==> config.mk <==
export PLATFORM = sky130hd
export DESIGN_NAME = stopwatch_ctrl
export DESIGN_NICKNAME = d
export VERILOG_FILES = /design/src/rtl/stopwatch_pkg.sv /design/src/rtl/hms_counter.sv /design/src/rtl/stopwatch_ctrl.sv
export SDC_FILE = /design/constraint.sdc
export NUM_CORES = 1
export LEC_CHECK = 0
export ABC_CLOCK_PERIOD_IN_PS = 3900
export CELL_PAD_IN_SITES_DETAIL_PLACEMENT = 0
export CELL_PAD_IN_SITES_GLOBAL_PLACEMENT = 2
export CORE_ASPECT_RATIO = 0.7
export CORE_UTILIZATION = 35
export DETAILED_ROUTE_END_ITERATION = 10
export PLACE_DENSITY = 0.82
export SLEW_MARGIN = 20
export SYNTH_ARGS = -nofsm -noshare
export SYNTH_HDL_FRONTEND = slang
export SYNTH_HIERARCHICAL = 1
export SYNTH_SLANG_ARGS = --single-unit
==> constraint.sdc <==
create_clock -name clk -period 3.9 [get_ports clk]
set_clock_uncertainty 0.15 [all_clocks]
set_input_delay 0.78 -clock clk [delete_from_list [all_inputs] [get_ports clk]]
set_output_delay 0.78 -clock clk [all_outputs]
set_load 0.02 [all_outputs]
==> src/rtl/stopwatch_pkg.sv <==
// stopwatch_pkg: shared state encoding, HMS field widths and bus packing for the stopwatch.
package stopwatch_pkg;
  typedef enum logic [1:0] {
    ST_IDLE      = 2'd0,
    ST_RUNNING   = 2'd1,
    ST_PAUSED    = 2'd2,
    ST_SATURATED = 2'd3
  } state_t;
  localparam int HRS_W = 7;
  localparam int MIN_W = 6;
  localparam int SEC_W = 6;
  localparam int HMS_W = 20;
  function automatic logic [HMS_W-1:0] pack_hms(input logic [HRS_W-1:0] h, input logic [MIN_W-1:0] m,
                                                input logic [SEC_W-1:0] s);
    return {1'b0, h, m, s};
  endfunction
endpackage

==> src/rtl/hms_counter.sv <==
// hms_counter: cascaded half_sec/min/hrs counter that holds at MAX_HRS:59:59 instead of wrapping.
module hms_counter
  import stopwatch_pkg::*;
#(
  parameter int MAX_HRS = 99
) (
  input  logic             clk,
  input  logic             rst_n,
  input  logic             clr,
  input  logic             en,
  input  logic             tick,
  output logic             at_max,
  output logic [HMS_W-1:0] hms
);
  logic [6:0]       half_sec_q, half_sec_d;
  logic [MIN_W-1:0] min_q, min_d;
  logic [HRS_W-1:0] hrs_q, hrs_d;
  logic             inc, hs_wrap, min_wrap;
  assign at_max = hrs_q == HRS_W'(MAX_HRS) && min_q == 6'd59 && half_sec_q == 7'd119;
  assign hms    = pack_hms(hrs_q, min_q, half_sec_q[6:1]);
  always_comb begin
    inc        = en && tick && !at_max;
    hs_wrap    = half_sec_q == 7'd119;
    min_wrap   = min_q == 6'd59;
    half_sec_d = clr ? 7'd0 : inc ? (hs_wrap ? 7'd0 : half_sec_q + 7'd1) : half_sec_q;
    min_d      = clr ? 6'd0 : (inc && hs_wrap) ? (min_wrap ? 6'd0 : min_q + 6'd1) : min_q;
    hrs_d      = clr ? 7'd0 : (inc && hs_wrap && min_wrap) ? hrs_q + 7'd1 : hrs_q;
  end
  always_ff @(posedge clk or negedge rst_n) begin
    if (!rst_n) begin
      half_sec_q <= '0;
      min_q      <= '0;
      hrs_q      <= '0;
    end else begin
      half_sec_q <= half_sec_d;
      min_q      <= min_d;
      hrs_q      <= hrs_d;
    end
  end
endmodule

==> src/rtl/stopwatch_ctrl.sv <==
// stopwatch_ctrl: run/pause/clear/lap FSM around an elapsed-time counter,
// with a timed lap snapshot multiplexed onto the display bus.
module stopwatch_ctrl
  import stopwatch_pkg::*;
#(
  parameter int LAP_HOLD_HS = 10,
  parameter int MAX_HRS     = 99
) (
  input  logic             clk,
  input  logic             rst_n,
  input  logic             half_sec_pulse,
  input  logic             start_stop,
  input  logic             clear,
  input  logic             lap,
  output logic             run,
  output logic [1:0]       state,
  output logic [HMS_W-1:0] elapsed_hms,
  output logic [HMS_W-1:0] display_hms,
  output logic             lap_active,
  output logic             saturated
);
  localparam int HOLD_W = $clog2(LAP_HOLD_HS + 1);
  state_t           state_q, state_d;
  logic [HOLD_W-1:0] hold_q, hold_d;
  logic [HMS_W-1:0] lap_q, lap_d;
  logic             at_max, lap_take;
  hms_counter #(.MAX_HRS(MAX_HRS)) u_cnt (
    .clk   (clk),
    .rst_n (rst_n),
    .clr   (clear),
    .en    (state_q == ST_RUNNING),
    .tick  (half_sec_pulse),
    .at_max(at_max),
    .hms   (elapsed_hms)
  );
  always_comb begin
    lap_take = lap && !clear && !start_stop && (state_q == ST_RUNNING || state_q == ST_PAUSED);
    state_d  = clear ? ST_IDLE
             : start_stop ? (state_q == ST_RUNNING ? ST_PAUSED
                           : state_q == ST_SATURATED ? ST_SATURATED : ST_RUNNING)
             : (state_q == ST_RUNNING && half_sec_pulse && at_max) ? ST_SATURATED : state_q;
    // a fresh lap reloads the full hold even when a tick lands in the same cycle
    hold_d   = clear ? '0 : lap_take ? HOLD_W'(LAP_HOLD_HS)
             : (half_sec_pulse && hold_q != '0) ? hold_q - 1'b1 : hold_q;
    lap_d    = clear ? '0 : lap_take ? elapsed_hms : lap_q;
  end
  always_ff @(posedge clk or negedge rst_n) begin
    if (!rst_n) begin
      state_q <= ST_IDLE;
      hold_q  <= '0;
      lap_q   <= '0;
    end else begin
      state_q <= state_d;
      hold_q  <= hold_d;
      lap_q   <= lap_d;
    end
  end
  assign state       = state_q;
  assign run         = state_q == ST_RUNNING;
  assign saturated   = state_q == ST_SATURATED;
  assign lap_active  = hold_q != '0;
  assign display_hms = lap_active ? lap_q : elapsed_hms;
endmodule

==> flow_metrics.env <==
export IMPL_status="finished clean"
export IMPL_clk_latency_ps=290
export IMPL_report_power_total_mw=1.120
export IMPL_place_gp_congestion=0.7188
export IMPL_max_cap_violations=0
export IMPL_gr_usage_all_layers_pct=16.37
export IMPL_crit_arrival_ps=2310
export IMPL_place_ws_ps=979.6
export IMPL_yosys_warnings=6
export IMPL_rr_endpoint="state[0]"
export IMPL_synthFlopType="dfrtp_1"
export IMPL_slew_violations=0
export IMPL_ctsHoldBuffers=0
export IMPL_drc=0
export IMPL_postSynth_asyncResetShare_pct=100.0
export IMPL_crit_required_ps=2970
export IMPL_timing_hold_violations_final=0
export IMPL_post_cts_setup_buffer_count=0
export IMPL_rsz0062_at_grt="no"
export IMPL_cts_root_buf="clkbuf_8"
export IMPL_stdcell_count=413
export IMPL_syn_nets=284
export IMPL_die_height_um=75.79
export IMPL_vias=2138
export IMPL_die_w_um=107.4
export IMPL_area_growth_syn_to_layout_pct=23.67
export IMPL_ff2ff_path_depth=6
export IMPL_reg2reg_slack_ps=1440
export IMPL_clkSlewWorstSetupHoldPaths_ps=90
export IMPL_overflow=0
export IMPL_place_area_mm2=0.003273
export IMPL_grt_start_max_net_pins=60
export IMPL_numClockSinks=46
export IMPL_multi_input_area_mm2=0.001436
export IMPL_cp_max_fo=14
export IMPL_num_rows=26
export IMPL_initialDrtViolationCount=95
export IMPL_worst_slew_pin_slew_ps=711.1
export IMPL_die_area_mm2=0.008141
export IMPL_crit_start="hold_q[0]"
export IMPL_cts_tree="built"
export IMPL_fin_util_pct=45.39
export IMPL_max_slew_margin_pct=52.59
export IMPL_ctsResizeCount=0
export IMPL_wl_per_cell_um=15.05
export IMPL_seq_area_mm2=0.001151
export IMPL_setup_ws_ps=662.6
export IMPL_htree_levels=2
export IMPL_cts_buffer_depth=2
export IMPL_core_area_mm2=0.007417
export IMPL_cp_endpoint="display_hms[10]"
export IMPL_fill_cells=747
export IMPL_cp_start_kind="flip-flop"
export IMPL_pin_count=51
export IMPL_place_hpwl_um=4319
export IMPL_syn_inst=271
export IMPL_stdcell_area_mm2=0.003367
export IMPL_synth_most_common_cell="dfrtp_1"
export IMPL_vdd_ir_drop_max_mv=0.1870
export IMPL_synth_enable_flop_cells=0
export IMPL_synth_area_per_cell_um2=10.05
export IMPL_dp_cells=405
export IMPL_min_path_type="flip-flop to flip-flop"
export IMPL_timing_final_crit_share_pct=83.01
export IMPL_firstDrtPassIters=4
export IMPL_antenna_found_initial=0
export IMPL_synth_distinct_cells=44
export IMPL_cts_buffers=5
export IMPL_synth_commonest_cells="dfrtp_1, nor2_1, mux2_2, mux2i_1, nand2_1"
export IMPL_min_from="lap_q[8]"
export IMPL_antenna_cells=0
export IMPL_worst_setup_path_type="flip-flop to output pin"
export IMPL_fin_crit_ps=3237
export IMPL_fin_hold_ws_ps=370.5
export IMPL_synthTopCellsByArea="dfrtp_1, mux2_2, mux2i_1"
export IMPL_grt_pass1_wl_um=10180
export IMPL_p_per_area_mw_per_mm2=332.7
export IMPL_finalSetupViolations=0
export IMPL_drt_wl_total_um=6217
export IMPL_io_buffers=49
export IMPL_synth_largest_area_cell="dfrtp_1"
export IMPL_ys_seq_area_share_pct=42.28
export IMPL_syn_area_mm2=0.002723
export IMPL_fin_tns_setup_ps=0
export IMPL_yosys_register_bits=46
export IMPL_post_drt_via_cell_ratio=5.177
export IMPL_cp_end_kind="output pin"
export IMPL_drive_gt1_share_pct=15.87
export IMPL_worstReg2RegStart="u_cnt/hrs_q[2]"
export IMPL_start_util_pct=36.71
export IMPL_yosys_area_top_type_share_pct=42.28
export IMPL_grt_pass1_vias=2032
export IMPL_detail_route_antenna_nets=0
export IMPL_fmax_mhz=308.9
export IMPL_p_leak_nw=1.372
export IMPL_nets=327
==> worst max-delay path, cell delays in order, from the launching register on <==
cell,delay [ps]
dfrtp_1,410
inv_1,90
ha_1,160
nor3b_4,190
buf_4,260
mux2_2,360
clkdlybuf4s50_1,540
==> metal layers <==
metal	vias to the layer above	track usage, %	routed length [um]
li1	1065	-	-
met1	1030	23.94	3462
met2	38	25.02	2482
met3	5	3.336	235
met4	0	3.653	37
met5	-	0	0
==> report_power, final <==
part / total [mW] / leakage [nW] / internal, mW / switching, mW
Combinational: 0.315 / 0.686 / 0.146 / 0.169
Sequential: 0.505 / 0.638 / 0.491 / 0.0144
Clock: 0.300 / 0.0482 / 0.143 / 0.157
Total: 1.12 / 1.37 / 0.780 / 0.340
==> cell type report <==
type | instances | area share [%]
clock buffer | 7 | 2.564
clock inverter | 1 | 0.1486
inverter | 10 | 1.115
multi-input combinational | 196 | 42.66
sequential | 46 | 34.19
tap | 98 | 3.642
timing repair buffer | 55 | 15.68
==> sequential cells by signal, indices dropped and copies added, names as in the netlist <==
| register | flops |
|---|---|
| u_cnt/half_sec_q | 7 |
| state | 2 |
| u_cnt/min_q | 6 |
| hold_q | 4 |
| lap_q | 20 |
| u_cnt/hrs_q | 7 |
==> logic make-up after synthesis <==
| family | Yosys count | synth area share, % |
|---|---|---|
| flops | 46 | 42.28 |
| mux | 46 | 18.06 |
| xor+xnor | 1 | 0.3217 |
| compound gates | 36 | 8.962 |
| fa+ha+maj | 7 | 3.217 |
| other cells | 1 | 0.1377 |
| simple gates | 105 | 21.60 |
| buf+inv | 29 | 5.423 |
==> cells in the final DEF (no fill, tap or decap), drive strengths merged, types with 4 or more instances in the layout <==
cell | synthesis | layout
nor3 | 4 | 4
ha | 7 | 7
a211oi | 7 | 7
nor4 | 5 | 5
nand2 | 11 | 11
nor2 | 32 | 32
nand4 | 4 | 4
buf | 12 | 8
or4 | 4 | 4
or3 | 10 | 10
clkdlybuf4s50 | 0 | 47
o21ai | 8 | 8
dfrtp | 46 | 46
inv | 10 | 10
and2 | 4 | 4
nand2b | 4 | 4
a21oi | 9 | 9
o31ai | 4 | 4
nand3 | 9 | 9
mux2 | 25 | 25
nor2b | 5 | 5
mux2i | 21 | 21
clkbuf | 7 | 7
==> worst min path at each step <==
stage | end | cells past startpoint
2_1_floorplan | hold_q[0] | 0
3_3_place_gp | lap_q[15] | 2
3_5_place_dp | lap_q[0] | 2
4_1_cts | lap_q[8] | 2
5_1_grt | lap_q[11] | 2
6_report | lap_q[8] | 2
Power figures use the tool's default switching activity.
